===== src/rtl/ms_dual_source_if.sv =====
// Bundle for ms_dual_source: the upstream accept handshake, both master data channels,
// and the shared-variable exchange with the downstream block.
interface ms_dual_source_if;
  logic signed [31:0] in_data;
  logic               in_valid;
  logic               in_ready;
  logic signed [31:0] s_out;
  logic               s_out_sync;
  logic signed [31:0] s_out2;
  logic               s_out2_sync;
  logic signed [31:0] sh_in;
  logic signed [31:0] sh_out;
  logic        [7:0]  drop_cnt;

  // The block itself drives both master channels.
  modport master (
    input  in_data, in_valid, sh_in,
    output in_ready, s_out, s_out_sync, s_out2, s_out2_sync, sh_out, drop_cnt
  );

  // The producer and downstream side.
  modport slave (
    output in_data, in_valid, sh_in,
    input  in_ready, s_out, s_out_sync, s_out2, s_out2_sync, sh_out, drop_cnt
  );
endinterface


===== src/rtl/ms_dual_source.sv =====
// Dual-write master source: accepts one value, publishes it on s_out/sh_out, and then,
// after GAP idle cycles, publishes the value plus the downstream shared variable on s_out2.
module ms_dual_source #(
  parameter int GAP = 2
) (
  input  logic            clk,
  input  logic            rst,
  ms_dual_source_if.master bus
);

  typedef enum logic [1:0] {
    IDLE  = 2'd0,
    EMIT1 = 2'd1,
    WAIT  = 2'd2,
    EMIT2 = 2'd3
  } state_t;

  localparam logic [3:0] GAP_LOAD = 4'((GAP > 0) ? (GAP - 1) : 0);

  function automatic logic [7:0] sat_inc8(input logic [7:0] cnt);
    return (cnt == 8'hFF) ? 8'hFF : (cnt + 8'd1);
  endfunction

  state_t             state_r;
  logic signed [31:0] val_r;
  logic        [3:0]  wait_cnt_r;
  logic               in_ready_r;
  logic signed [31:0] s_out_r;
  logic               s_out_sync_r;
  logic signed [31:0] s_out2_r;
  logic               s_out2_sync_r;
  logic signed [31:0] sh_out_r;
  logic        [7:0]  drop_cnt_r;

  // Transaction FSM together with every registered output.
  always_ff @(posedge clk or negedge rst) begin
    if (!rst) begin
      state_r       <= IDLE;
      val_r         <= 32'sd0;
      wait_cnt_r    <= 4'd0;
      in_ready_r    <= 1'b0;
      s_out_r       <= 32'sd0;
      s_out_sync_r  <= 1'b0;
      s_out2_r      <= 32'sd0;
      s_out2_sync_r <= 1'b0;
      sh_out_r      <= 32'sd0;
      drop_cnt_r    <= 8'd0;
    end else begin
      s_out_sync_r  <= 1'b0;
      s_out2_sync_r <= 1'b0;
      case (state_r)
        IDLE: begin
          // in_ready rises one cycle after IDLE is entered, so it is only seen high while idle.
          if (bus.in_valid && in_ready_r) begin
            val_r      <= bus.in_data;
            in_ready_r <= 1'b0;
            state_r    <= EMIT1;
          end else begin
            in_ready_r <= 1'b1;
          end
        end
        EMIT1: begin
          s_out_r      <= val_r;
          s_out_sync_r <= 1'b1;
          sh_out_r     <= val_r;
          if (val_r[31]) begin
            drop_cnt_r <= sat_inc8(drop_cnt_r);
            state_r    <= IDLE;
          end else if (GAP > 0) begin
            wait_cnt_r <= GAP_LOAD;
            state_r    <= WAIT;
          end else begin
            state_r    <= EMIT2;
          end
        end
        WAIT: begin
          if (wait_cnt_r == 4'd0) begin
            state_r <= EMIT2;
          end else begin
            wait_cnt_r <= wait_cnt_r - 4'd1;
          end
        end
        EMIT2: begin
          s_out2_r      <= val_r + bus.sh_in;
          s_out2_sync_r <= 1'b1;
          state_r       <= IDLE;
        end
        default: begin
          in_ready_r <= 1'b0;
          state_r    <= IDLE;
        end
      endcase
    end
  end

  assign bus.in_ready    = in_ready_r;
  assign bus.s_out       = s_out_r;
  assign bus.s_out_sync  = s_out_sync_r;
  assign bus.s_out2      = s_out2_r;
  assign bus.s_out2_sync = s_out2_sync_r;
  assign bus.sh_out      = sh_out_r;
  assign bus.drop_cnt    = drop_cnt_r;

endmodule

===== src/flat_wrapper.sv =====
// flat-port wrapper written by rule: the top's interface ports become plain ports
module ms_dual_source_flat 
#(
  parameter int GAP = 2
)
  (clk, rst, bus_in_data, bus_in_valid, bus_sh_in, bus_in_ready, bus_s_out, bus_s_out_sync, bus_s_out2, bus_s_out2_sync, bus_sh_out, bus_drop_cnt);
  ms_dual_source_if bus_i ();
  input  logic clk;
  input  logic rst;
  input wire logic [$bits(bus_i.in_data)-1:0] bus_in_data;
  input wire logic [$bits(bus_i.in_valid)-1:0] bus_in_valid;
  input wire logic [$bits(bus_i.sh_in)-1:0] bus_sh_in;
  output wire logic [$bits(bus_i.in_ready)-1:0] bus_in_ready;
  output wire logic [$bits(bus_i.s_out)-1:0] bus_s_out;
  output wire logic [$bits(bus_i.s_out_sync)-1:0] bus_s_out_sync;
  output wire logic [$bits(bus_i.s_out2)-1:0] bus_s_out2;
  output wire logic [$bits(bus_i.s_out2_sync)-1:0] bus_s_out2_sync;
  output wire logic [$bits(bus_i.sh_out)-1:0] bus_sh_out;
  output wire logic [$bits(bus_i.drop_cnt)-1:0] bus_drop_cnt;
  assign bus_i.in_data = bus_in_data;
  assign bus_i.in_valid = bus_in_valid;
  assign bus_i.sh_in = bus_sh_in;
  assign bus_in_ready = bus_i.in_ready;
  assign bus_s_out = bus_i.s_out;
  assign bus_s_out_sync = bus_i.s_out_sync;
  assign bus_s_out2 = bus_i.s_out2;
  assign bus_s_out2_sync = bus_i.s_out2_sync;
  assign bus_sh_out = bus_i.sh_out;
  assign bus_drop_cnt = bus_i.drop_cnt;
  ms_dual_source #(.GAP(GAP)) u_core (.clk(clk), .rst(rst), .bus(bus_i));
endmodule

===== config.mk =====
export PLATFORM = sky130hd
export DESIGN_NAME = ms_dual_source_flat
export DESIGN_NICKNAME = d
export VERILOG_FILES = /design/src/rtl/ms_dual_source_if.sv /design/src/rtl/ms_dual_source.sv /design/src/flat_wrapper.sv
export SDC_FILE = /design/constraint.sdc
export NUM_CORES = 1
export LEC_CHECK = 0
export CORE_MARGIN = 10
export CORE_UTILIZATION = 29
export CTS_BUF_LIST = sky130_fd_sc_hd__clkbuf_4
export DETAILED_ROUTE_END_ITERATION = 12
export PLACE_DENSITY = 0.64
export SLEW_MARGIN = 20
export SYNTH_ARGS = -nofsm -noshare
export SYNTH_HDL_FRONTEND = slang
export SYNTH_SLANG_ARGS = --single-unit

===== constraint.sdc =====
create_clock -name clk -period 5.9 [get_ports clk]
set_input_delay 1.475 -clock clk [delete_from_list [all_inputs] [get_ports clk]]
set_output_delay 1.475 -clock clk [all_outputs]
set_load 0.03 [all_outputs]

==> parameters.txt <==
Parameter                              Value

Route
  DRC violation count after routing ... 0
  Detailed router's first-iteration violation count ... between 200 and 300
  Router iterations before antenna repair ... 5
  Routed len/inst ... about 18 um
  Post-detailed-route count of antenna-violating nets ... 0
  DR vias/cell ... slightly below 5
  Final wirelength ... around 19,000 um
  Routed vias ... about 5,100

Final layout
  Area added between synthesis and finish ... 31.75%
  Number of standard cells in the final layout excluding fillers ... 1,040
  FILL cells ... roughly 2,200
  Ratio of cells with drive above 1 in the final layout ... 0.1596
  Share of the core filled with cells in the final layout ... 0.3888
  Nets@finish ... ~850

Setup path
  Maximum fanout along the worst path ... 5
  Worst reg-to-reg setup slack ... between 3 and 4 ns
  Class of the most critical setup path ... primary input to flip-flop
  CP max stage cell ... fa_1
  Critical-path cell list ... clkdlybuf4s50_1, ha_1, fa_1, a21oi_1, o2bb2ai_2, o21ai_0, o21ai_1, a21boi_2, xnor2_1, mux2_2
  Reg-to-Reg Start ... u_core.val_r[0]$_DFFE_PN0P_
  Data arrival, critical path ... ~4.1 ns
  Cell depth of the worst flop-to-flop path ... 9
  Capture point of the worst reg-to-reg path ... u_core.bus.s_out2[18]$_DFFE_PN0P_
  Count of buffer and inverter cells on the critical path ... 1
  Startpoint type of the worst setup path ... primary input
  Crit-path leading delay family ... compound AO/OA/AOI/OAI gates
  CP required ... 6.32 ns
  Max incr delay on CP ... 0.42 ns
  Endpoint class of the critical path ... flip-flop

Die
  Starting density of the core ... 0.2951
  Top-level I/O count ... between 150 and 200
  Core outline area ... roughly 22,000 um2
  Die Span X ... around 170 um
  Die ar. ... around 29,000 um2
  Die boundary height ... around 170 um
  Floorplan row count ... 54

Place
  Routability congestion estimate ... 0.8793
  Number of buffers inserted by port buffering ... between 150 and 200
  Count of placed standard cells including taps ... between 1,000 and 1,500
  Hpwl dp ... 14,380 um

Global route
  Vias in the first global route ... between 5,000 and 6,000
  Wire length of the first global-routing pass ... between 20,000 and 30,000 um
  Remaining global-route overflow ... 0
  Number of antenna violations at the first check in global routing ... 2
  Maximum number of pins on one net before global-route repair ... 74
  Tot GR Track Use ... 0.1301

Logic synthesis
  Number of distinct library cells after synthesis ... 59
  Most used DFF post-synth ... dfrtp_1
  Cell types occupying the most area after synthesis ... dfrtp_1, mux2_2, ha_1
  Share of synthesized flip-flops with an asynchronous set or reset ... 1.000
  Cells after Synth ... 603
  Number of enable-type register cells in the synthesized netlist ... 0
  Share of the yosys chip area belonging to registers ... 0.4391
  Yosys reg bits ... between 100 and 150
  Mean instance size in the synthesized netlist ... 10.68 um2
  Top-area cell type share of the netlist area ... 0.4391
  Count of synthesis-stage warnings from yosys ... 0
  Area of the mapped netlist ... 6440 um2
  Post-synth top area cell ... dfrtp_1
  Synthesized Nets ... 709

Worst hold path
  Hold/Removal Path Class ... flip-flop to flip-flop
  Depth of the worst hold-timing path ... 2
  Worst hold path endpoint ... u_core.bus.s_out2[11]$_DFFE_PN0P_
  Min-Delay Startpoint ... u_core.bus.s_out2[11]$_DFFE_PN0P_

Clock tree
  CTS max path bufs ... 2
  Clock edge transition at the registers on the reported setup and hold paths ... 0.11 ns
  Inserted Clock Buffers ... 17
  CTS tree ... done
  Cell at the root of the clock tree ... clkbuf_4
  Total clock sinks ... approximately 110
  H-tree depth ... 4
  Clock Latency Late Sink ... about 0.53 ns
  Number of buffers inserted by post-CTS setup repair ... 0
  Post-cts repair resize count ... 0
  Hold buffer count at CTS ... 0

Timing
  Achievable frequency ... about 0.27 GHz
  Sum Neg Setup Slack ... 0 ns
  Final period util ... 0.6282
  Number of max-slew violations in the final report ... 0
  Final hold violations ... 0
  Setup Skew ... ~0.017 ns
  RSZ-0062 raised after global routing ... false
  Number of failing setup endpoints in the final timing report ... 0
  Shortest period the worst path allows ... about 3.7 ns
  Transition time at the pin with the least slew margin ... 0.9847 ns
  Worst slew margin relative to its limit ... 0.3435

Status
  Status ... completed

Power and ir drop
  Worst IR drop on VDD ... roughly 0.00028 V
  Power per cell area ... about 640 nW/um2
  P_sw ... approximately 2500 uW
  Static Leak ... between 0.003 and 0.004 uW
  Combinational share of power ... 0.629
  Sequential fraction of design power ... 0.268
  Clock network power share ... 0.103
  Total internal power ... 2898 uW
  Sw Ratio ... 0.4652

Flow run
  Max-capacitance violation count ... 0
cell families after synthesis:
logic type               after synthesis  share of synthesized area
AO/OA/AOI/OAI                        142                     0.1517
AND/OR/NAND/NOR                      136                    0.09986
flip-flops                           113                     0.4391
multiplexers                          81                     0.1414
buffers and inverters                 69                    0.05965
adder cells (fa/ha/maj)               39                    0.07694
XOR/XNOR                              23                    0.03128
cell usage after synthesis (all sizes together) (2+ instances only):
| cell type | count |
|---|---|
| a2111o | 2 |
| a211o | 2 |
| a211oi | 4 |
| a21o | 14 |
| a21oi | 42 |
| a221o | 2 |
| a22o | 2 |
| a31oi | 6 |
| and2 | 4 |
| and3 | 6 |
| buf | 36 |
| clkbuf | 15 |
| dfrtp | 113 |
| ha | 38 |
| inv | 18 |
| mux2 | 80 |
| nand2 | 47 |
| nand2b | 2 |
| nand3 | 14 |
| nand3b | 2 |
| nand4 | 14 |
| nor2 | 30 |
| nor2b | 3 |
| nor3 | 5 |
| nor4 | 3 |
| o2111ai | 2 |
| o211a | 2 |
| o211ai | 3 |
| o21a | 10 |
| o21ai | 26 |
| o21bai | 5 |
| o2bb2ai | 2 |
| o311ai | 6 |
| o31ai | 2 |
| or2 | 2 |
| or3 | 2 |
| xnor2 | 14 |
| xor2 | 9 |
worst max path at each step:
stage                       startpoint                                end  slack [ns]  cells after the start
after floorplan           bus_sh_in[0]  u_core.bus.s_out2[12]$_DFFE_PN0P_        2.42                      9
after global placement    bus_sh_in[0]  u_core.bus.s_out2[18]$_DFFE_PN0P_        1.76                     10
after detailed placement  bus_sh_in[0]  u_core.bus.s_out2[18]$_DFFE_PN0P_        1.66                     10
after CTS                 bus_sh_in[0]  u_core.bus.s_out2[18]$_DFFE_PN0P_        2.26                     10
after global routing      bus_sh_in[0]  u_core.bus.s_out2[18]$_DFFE_PN0P_        2.07                     10
final                     bus_sh_in[0]  u_core.bus.s_out2[18]$_DFFE_PN0P_        2.19                     10
power groups by stage:
stage	Sequential [uW]	Combinational [uW]	Clock (uW)
after floorplan	1870	1910	0
after CTS	1460	3440	584
after global placement	1460	3420	0
final	1450	3410	556
after detailed placement	1470	3430	0
after global routing	1510	3670	621
area by class of cell:
| class | instances | area (um2) | area share |
|---|---|---|---|
| Multi-Input combinational cell | 421 | 3238 | 0.3817 |
| Sequential cell | 113 | 2828 | 0.3333 |
| Timing Repair Buffer | 175 | 1744 | 0.2056 |
| Tap cell | 280 | 350.3 | 0.04129 |
| Clock buffer | 21 | 157.7 | 0.01858 |
| Clock inverter | 10 | 93.84 | 0.01106 |
| Inverter | 18 | 67.56 | 0.007963 |
| Antenna cell | 2 | 5.005 | 0.0005899 |
metrics by stage:
step	worst slack [ns]	hold slack [ns]	power, uW	instance area, um2
floorplan	2.417	0.4882	3778	6440
global placement	1.757	0.4699	4881	8228
detailed placement	1.662	0.4897	4902	8228
CTS	2.265	0.5168	5488	8479
global route	2.070	0.5399	5811	8482
finish	2.194	0.5032	5418	8484
registers in the layout (all words and copies together), names as in the netlist, named ones only:
register                flops
u_core.bus.in_ready         1
u_core.wait_cnt_r           4
u_core.bus.s_out           32
u_core.bus.s_out2          32
u_core.bus.s_out2_sync      1
u_core.bus.drop_cnt         8
u_core.state_r              1
u_core.bus.s_out_sync       1
u_core.val_r               32
routing by layer:
layer,vias to the layer above,routed length [um],global-route usage
li1,2456,-,-
met1,2494,8073,0.1537
met2,124,9302,0.2162
met3,15,1124,0.04748
met4,2,227,0.03865
met5,-,13,0
cell usage in the layout (no fill, tap or decap), types with 3 or more instances in the layout:
cell             count
o21bai_1             5
clkbuf_4            21
a211oi_1             4
inv_1               18
nand4_1             14
a21oi_1             42
dfrtp_1            113
o211ai_1             3
xnor2_1             14
nand2_1             46
clkinv_2             3
clkinv_1             5
nor2b_1              3
a31oi_1              5
mux2_2              80
and3_1               5
o21a_1              10
nor2_1              30
clkdlybuf4s50_1    172
and2_1               4
o21ai_0             25
buf_4                3
nor4_1               3
o311ai_0             5
nand3_1             13
xor2_1               9
a21o_1              14
nor3_1               5
ha_1                36
tightest hold or removal path: stages (launching register included):
cell and delay, ns:
dfrtp_1 0.36, nand2_1 0.05, o21ai_0 0.06
Power figures use the tool's default switching activity.
